<file path="config.mk">
export PLATFORM = sky130hd
export DESIGN_NAME = cfg_stride_counter
export DESIGN_NICKNAME = d
export VERILOG_FILES = /design/src/rtl/cfg_stride_counter.sv
export SDC_FILE = /design/constraint.sdc
export NUM_CORES = 1
export LEC_CHECK = 0
export BUFFER_PORTS_ARGS = -buffer_cell sky130_fd_sc_hd__buf_4
export CAP_MARGIN = 0
export CORE_ASPECT_RATIO = 0.7
export CORE_UTILIZATION = 48
export DETAILED_ROUTE_END_ITERATION = 10
export PLACE_DENSITY = 0.7
export SLEW_MARGIN = 25
export SYNTH_ARGS = -nofsm -noshare
export SYNTH_HDL_FRONTEND = slang
export SYNTH_SLANG_ARGS = --single-unit
</file>
<file path="constraint.sdc">
create_clock -name clk -period 4.5 [get_ports clk]
set_input_delay 0.45 -clock clk [delete_from_list [all_inputs] [get_ports clk]]
set_output_delay 0.45 -clock clk [all_outputs]
set_load 0.005 [all_outputs]
</file>
<file path="src/rtl/cfg_stride_counter.sv">
// Configurable stride counter: counts start..limit (inclusive) by a programmable
// stride, in one-shot or wrap-around mode, with last/wrap/done status.
module cfg_stride_counter #(
    parameter int CNT_WIDTH  = 7,
    parameter int STEP_WIDTH = 4
) (
    input  logic                  clk,
    input  logic                  rst_n,
    input  logic                  start_i,
    input  logic                  en_i,
    input  logic                  clr_i,
    input  logic [CNT_WIDTH-1:0]  start_val_i,
    input  logic [CNT_WIDTH-1:0]  limit_i,
    input  logic [STEP_WIDTH-1:0] step_i,
    input  logic                  wrap_i,
    output logic [CNT_WIDTH-1:0]  cnt_o,
    output logic                  valid_o,
    output logic                  last_o,
    output logic                  wrap_o,
    output logic                  done_o,
    output logic                  busy_o,
    output logic [1:0]            state_dbg
);

    // Handshake: a beat is live while valid_o is high; it is consumed on any
    // clock edge where en_i is high, and the counter then advances.
    typedef enum logic [1:0] {
        IDLE = 2'd0,
        RUN  = 2'd1,
        DONE = 2'd2
    } state_t;

    state_t                state_q, state_d;
    logic [CNT_WIDTH-1:0]  cnt_q, cnt_d;
    logic                  valid_q, valid_d;
    logic                  wrap_q, wrap_d;
    logic                  done_q, done_d;
    logic [CNT_WIDTH-1:0]  start_r, start_d;
    logic [CNT_WIDTH-1:0]  limit_r, limit_d;
    logic [STEP_WIDTH-1:0] step_r, step_d;
    logic                  wrap_mode_r, wrap_mode_d;

    logic [CNT_WIDTH:0]    step_ext;
    logic [CNT_WIDTH:0]    sum_ext;
    logic                  terminal;

    // One extra bit keeps cnt + step from aliasing back below the limit.
    assign step_ext = {{(CNT_WIDTH + 1 - STEP_WIDTH){1'b0}}, step_r};
    assign sum_ext  = {1'b0, cnt_q} + step_ext;
    assign terminal = sum_ext > {1'b0, limit_r};

    always_ff @(posedge clk or negedge rst_n) begin
        if (!rst_n) begin
            state_q     <= IDLE;
            cnt_q       <= '0;
            valid_q     <= 1'b0;
            wrap_q      <= 1'b0;
            done_q      <= 1'b0;
            start_r     <= '0;
            limit_r     <= '0;
            step_r      <= '0;
            wrap_mode_r <= 1'b0;
        end else begin
            state_q     <= state_d;
            cnt_q       <= cnt_d;
            valid_q     <= valid_d;
            wrap_q      <= wrap_d;
            done_q      <= done_d;
            start_r     <= start_d;
            limit_r     <= limit_d;
            step_r      <= step_d;
            wrap_mode_r <= wrap_mode_d;
        end
    end

    always_comb begin
        state_d     = state_q;
        cnt_d       = cnt_q;
        valid_d     = valid_q;
        wrap_d      = 1'b0;
        done_d      = 1'b0;
        start_d     = start_r;
        limit_d     = limit_r;
        step_d      = step_r;
        wrap_mode_d = wrap_mode_r;

        if (clr_i) begin
            state_d     = IDLE;
            cnt_d       = '0;
            valid_d     = 1'b0;
            start_d     = '0;
            limit_d     = '0;
            step_d      = '0;
            wrap_mode_d = 1'b0;
        end else begin
            case (state_q)
                IDLE: begin
                    valid_d = 1'b0;
                    if (start_i) begin
                        start_d     = start_val_i;
                        limit_d     = limit_i;
                        step_d      = (step_i == '0) ? STEP_WIDTH'(1) : step_i;
                        wrap_mode_d = wrap_i;
                        cnt_d       = start_val_i;
                        valid_d     = 1'b1;
                        state_d     = RUN;
                    end
                end
                RUN: begin
                    if (en_i) begin
                        if (!terminal) begin
                            cnt_d = sum_ext[CNT_WIDTH-1:0];
                        end else if (wrap_mode_r) begin
                            cnt_d  = start_r;
                            wrap_d = 1'b1;
                        end else begin
                            state_d = DONE;
                            valid_d = 1'b0;
                            done_d  = 1'b1;
                        end
                    end
                end
                DONE: begin
                    state_d = IDLE;
                    valid_d = 1'b0;
                end
                default: begin
                    state_d = IDLE;
                    valid_d = 1'b0;
                end
            endcase
        end
    end

    assign cnt_o     = cnt_q;
    assign valid_o   = valid_q;
    assign wrap_o    = wrap_q;
    assign done_o    = done_q;
    assign last_o    = (state_q == RUN) && terminal;
    assign busy_o    = (state_q != IDLE);
    assign state_dbg = state_q;

endmodule
</file>
==> run summary <==
Pwr per Cell Area: 551.3 nW/µm²
Final Hold Vio Count: 0
Dpl hpwl: 3221 µm
Tmin final: 4.048 ns
# clock sinks: 31
Die width: 74.26 µm
Post-CTS Setup Bufs: 0
Compound-Gate Fraction of Synth Area: 0.2118
Mux share of post-synthesis cell area: 0.05706
TritonCTS buffer count: 5
GRT Util Overall: 0.2525
Post-synth EDFFs: 0
Pre-CTS worst setup slack: 0.8181 ns
Global-route wire length before repair: 6955 µm
Via count: 1444
Largest family of logic cells by synthesized area: compound AO/OA/AOI/OAI gates
Synthesis warning total: 0
P_leak: 1.114 nW
Clock Skew: 0.004420 ns
Largest net degree at the start of global routing: 32
Max-cap violation count: 0
PortBufs: 37
Core area: 3318 µm²
Initial DRC count: 65
Final setup margin: 0.4524 ns
Residual DRC: 0
Vias per cell: 5.575
Hold Crit Class: in2async
Htree depth: 2
Fillers: 294
Library cells used by synthesis: 37
Layout cells sized above 1: 0.2642
CTS tree: built
Area grow syn2layout: 24.04%
Final Instance Area: 2176 µm²
Root Driver: clkbuf_8
# setup viols final: 0
Setup TNS: 0 ns
Final wirelength: 4277 µm
Routed wire per std cell: 16.51 µm
Worst setup path class: reg2out
Final-report max-slew violation count: 0
Cell count after synthesis: 170
Worst slew pin tran: 0.8474 ns
ANT cells: 0
Row Count: 17
Critical Path Source Type: register
Die area: 3904 µm²
Main flop type after synthesis: dfrtp_1
Initial antenna violation count: 0
Placed Area: 2088 µm²
CP required: 4.05 ns
CTS resizes: 0
Fmax: 247.1 MHz
Sequential area share after synthesis: 0.4422
VDD IR-drop max: 395.1 µV
Later-pin clock latency in the skew report: 0.29 ns
FF/Latch Area: 775.7 µm²
Max-slew headroom: 0.4351
Routability-driven placement congestion ratio: 0.8073
Antenna-violating nets left: 0
RSZ-0062 raised after global routing: no
Yosys reg bits: 31
DRT Pass-1 Iters: 4
Critical-path maximum fanout: 7
Area occupied by multi-input gates: 934.6 µm²
Area leader, netlist: dfrtp_1
Area contributors post-synth: dfrtp_1 44%, a22o_1 8.0%, ha_1 7.8%
CTS Hold Buffers Added: 0
Crit path arrival time: 3.60 ns
Post-Syn Area: 1754 µm²
Worst reg2reg path startpoint: cnt_o[0]
Die H: 52.58 µm
Post-synth top area share: 0.4422
Post-Synth Simple-Gate Area: 0.1519
Synth Area in XOR/XNOR: 0.01997
Clock Pin Slew Worst Setup and Hold Paths: 0.06 ns
RR Endpoint: state_dbg[0]
Mapped Nets: 206
Max clock buf depth: 2
R2R depth: 13
Vias in the first global route: 1472
Reg2reg setup slack: 0.91 ns
I/O Pins: 38
Final Net Count: 248
Post-route clock period utilization: 0.8995
Status: finished, final reports clean
Starting Density: 0.5287
Syn avg cell area: 10.32 µm²
GRT overflow: 0
Post-synthesis adder-cell area fraction: 0.08987
Asr flop ratio synth: 1.000
CP Capture Type: primary output
-- worst max-delay path by stage --
stage / from / end
after global placement: cnt_o[0] / last_o
after floorplan: cnt_o[0] / last_o
after CTS: cnt_o[0] / last_o
after detailed placement: cnt_o[0] / last_o
after global routing: cnt_o[0] / last_o
final: cnt_o[0] / last_o
-- worst max-delay path: stages, from the launching register on --
cell	delay, ns
dfrtp_1	0.40
ha_1	0.24
fa_1	0.41
a21o_1	0.19
a21oi_1	0.22
nor2_1	0.09
xor2_1	0.17
ha_1	0.34
and3_1	0.21
o2111ai_1	0.20
a21oi_2	0.47
nor2_8	0.12
nor2_1	0.12
buf_4	0.12
-- final cells by class --
type,instances,share of cell area
clock buffer,6,0.03795
clock inverter,1,0.002300
inverter,9,0.01553
multi-input combinational,127,0.4296
sequential,31,0.3565
tap,47,0.02703
timing repair buffer,38,0.1311
-- logic make-up after synthesis --
logic type | count (synthesis)
simple gates | 52
compound gates | 49
flops | 31
buf+inv | 12
fa+ha+maj | 12
mux | 10
xor+xnor | 4
-- power by group --
part           total [W]  switching, W  internal [W]
clock network   0.000222      0.000102      0.000120
logic           0.000594      0.000324      0.000270
registers       0.000384     0.0000556      0.000328
total            0.00120      0.000482      0.000718
-- routing by layer --
metal	global-route usage	vias to the layer above	routed length, µm
met5	0	-	0
met4	0.09434	0	57
met3	0.05385	6	207
met2	0.3848	32	1935
met1	0.3524	707	2076
li1	-	699	-
-- cell usage in the layout, fill, tap and decap left out, types with 2 or more instances in the layout --
cell type / instances
and4_1: 2
nor2_1: 21
nor3_1: 4
ha_1: 11
nor2b_1: 4
inv_1: 9
o21ai_0: 7
dfrtp_1: 31
mux2i_1: 10
a21o_1: 3
buf_4: 38
a21oi_2: 3
a21oi_1: 6
clkbuf_8: 6
o211ai_2: 2
and3_1: 2
nand2_1: 13
o21ai_1: 3
xor2_1: 3
a22o_1: 16
-- synth_stat cells, drive strengths merged (2+ instances only) --
master / number
mux2i: 10
buf: 2
o211ai: 2
a21oi: 9
and3: 2
xor2: 3
nor3: 4
a22o: 16
nor2b: 4
ha: 11
inv: 9
and4: 2
dfrtp: 31
a21o: 3
nand2: 13
o21ai: 11
nor2: 23
-- stage by stage --
stage	power [W]	hold slack, ns	utilization	std cells
after floorplan	0.0007857	0.1544	-	170
after global placement	0.0009565	0.4004	0.6293	252
after detailed placement	0.0009753	0.4078	0.6293	252
after CTS	0.001204	0.09950	0.6557	259
after global routing	0.001271	0.1209	0.6557	259
final	0.001200	0.08869	0.6557	259
-- sequential cells by signal, summed over array words and instances (netlist names) --
name         cells
limit_r          7
valid_o          1
done_o           1
start_r          7
cnt_o            7
wrap_mode_r      1
state_dbg        2
wrap_o           1
step_r           4
(Power assumes the default switching activity.)
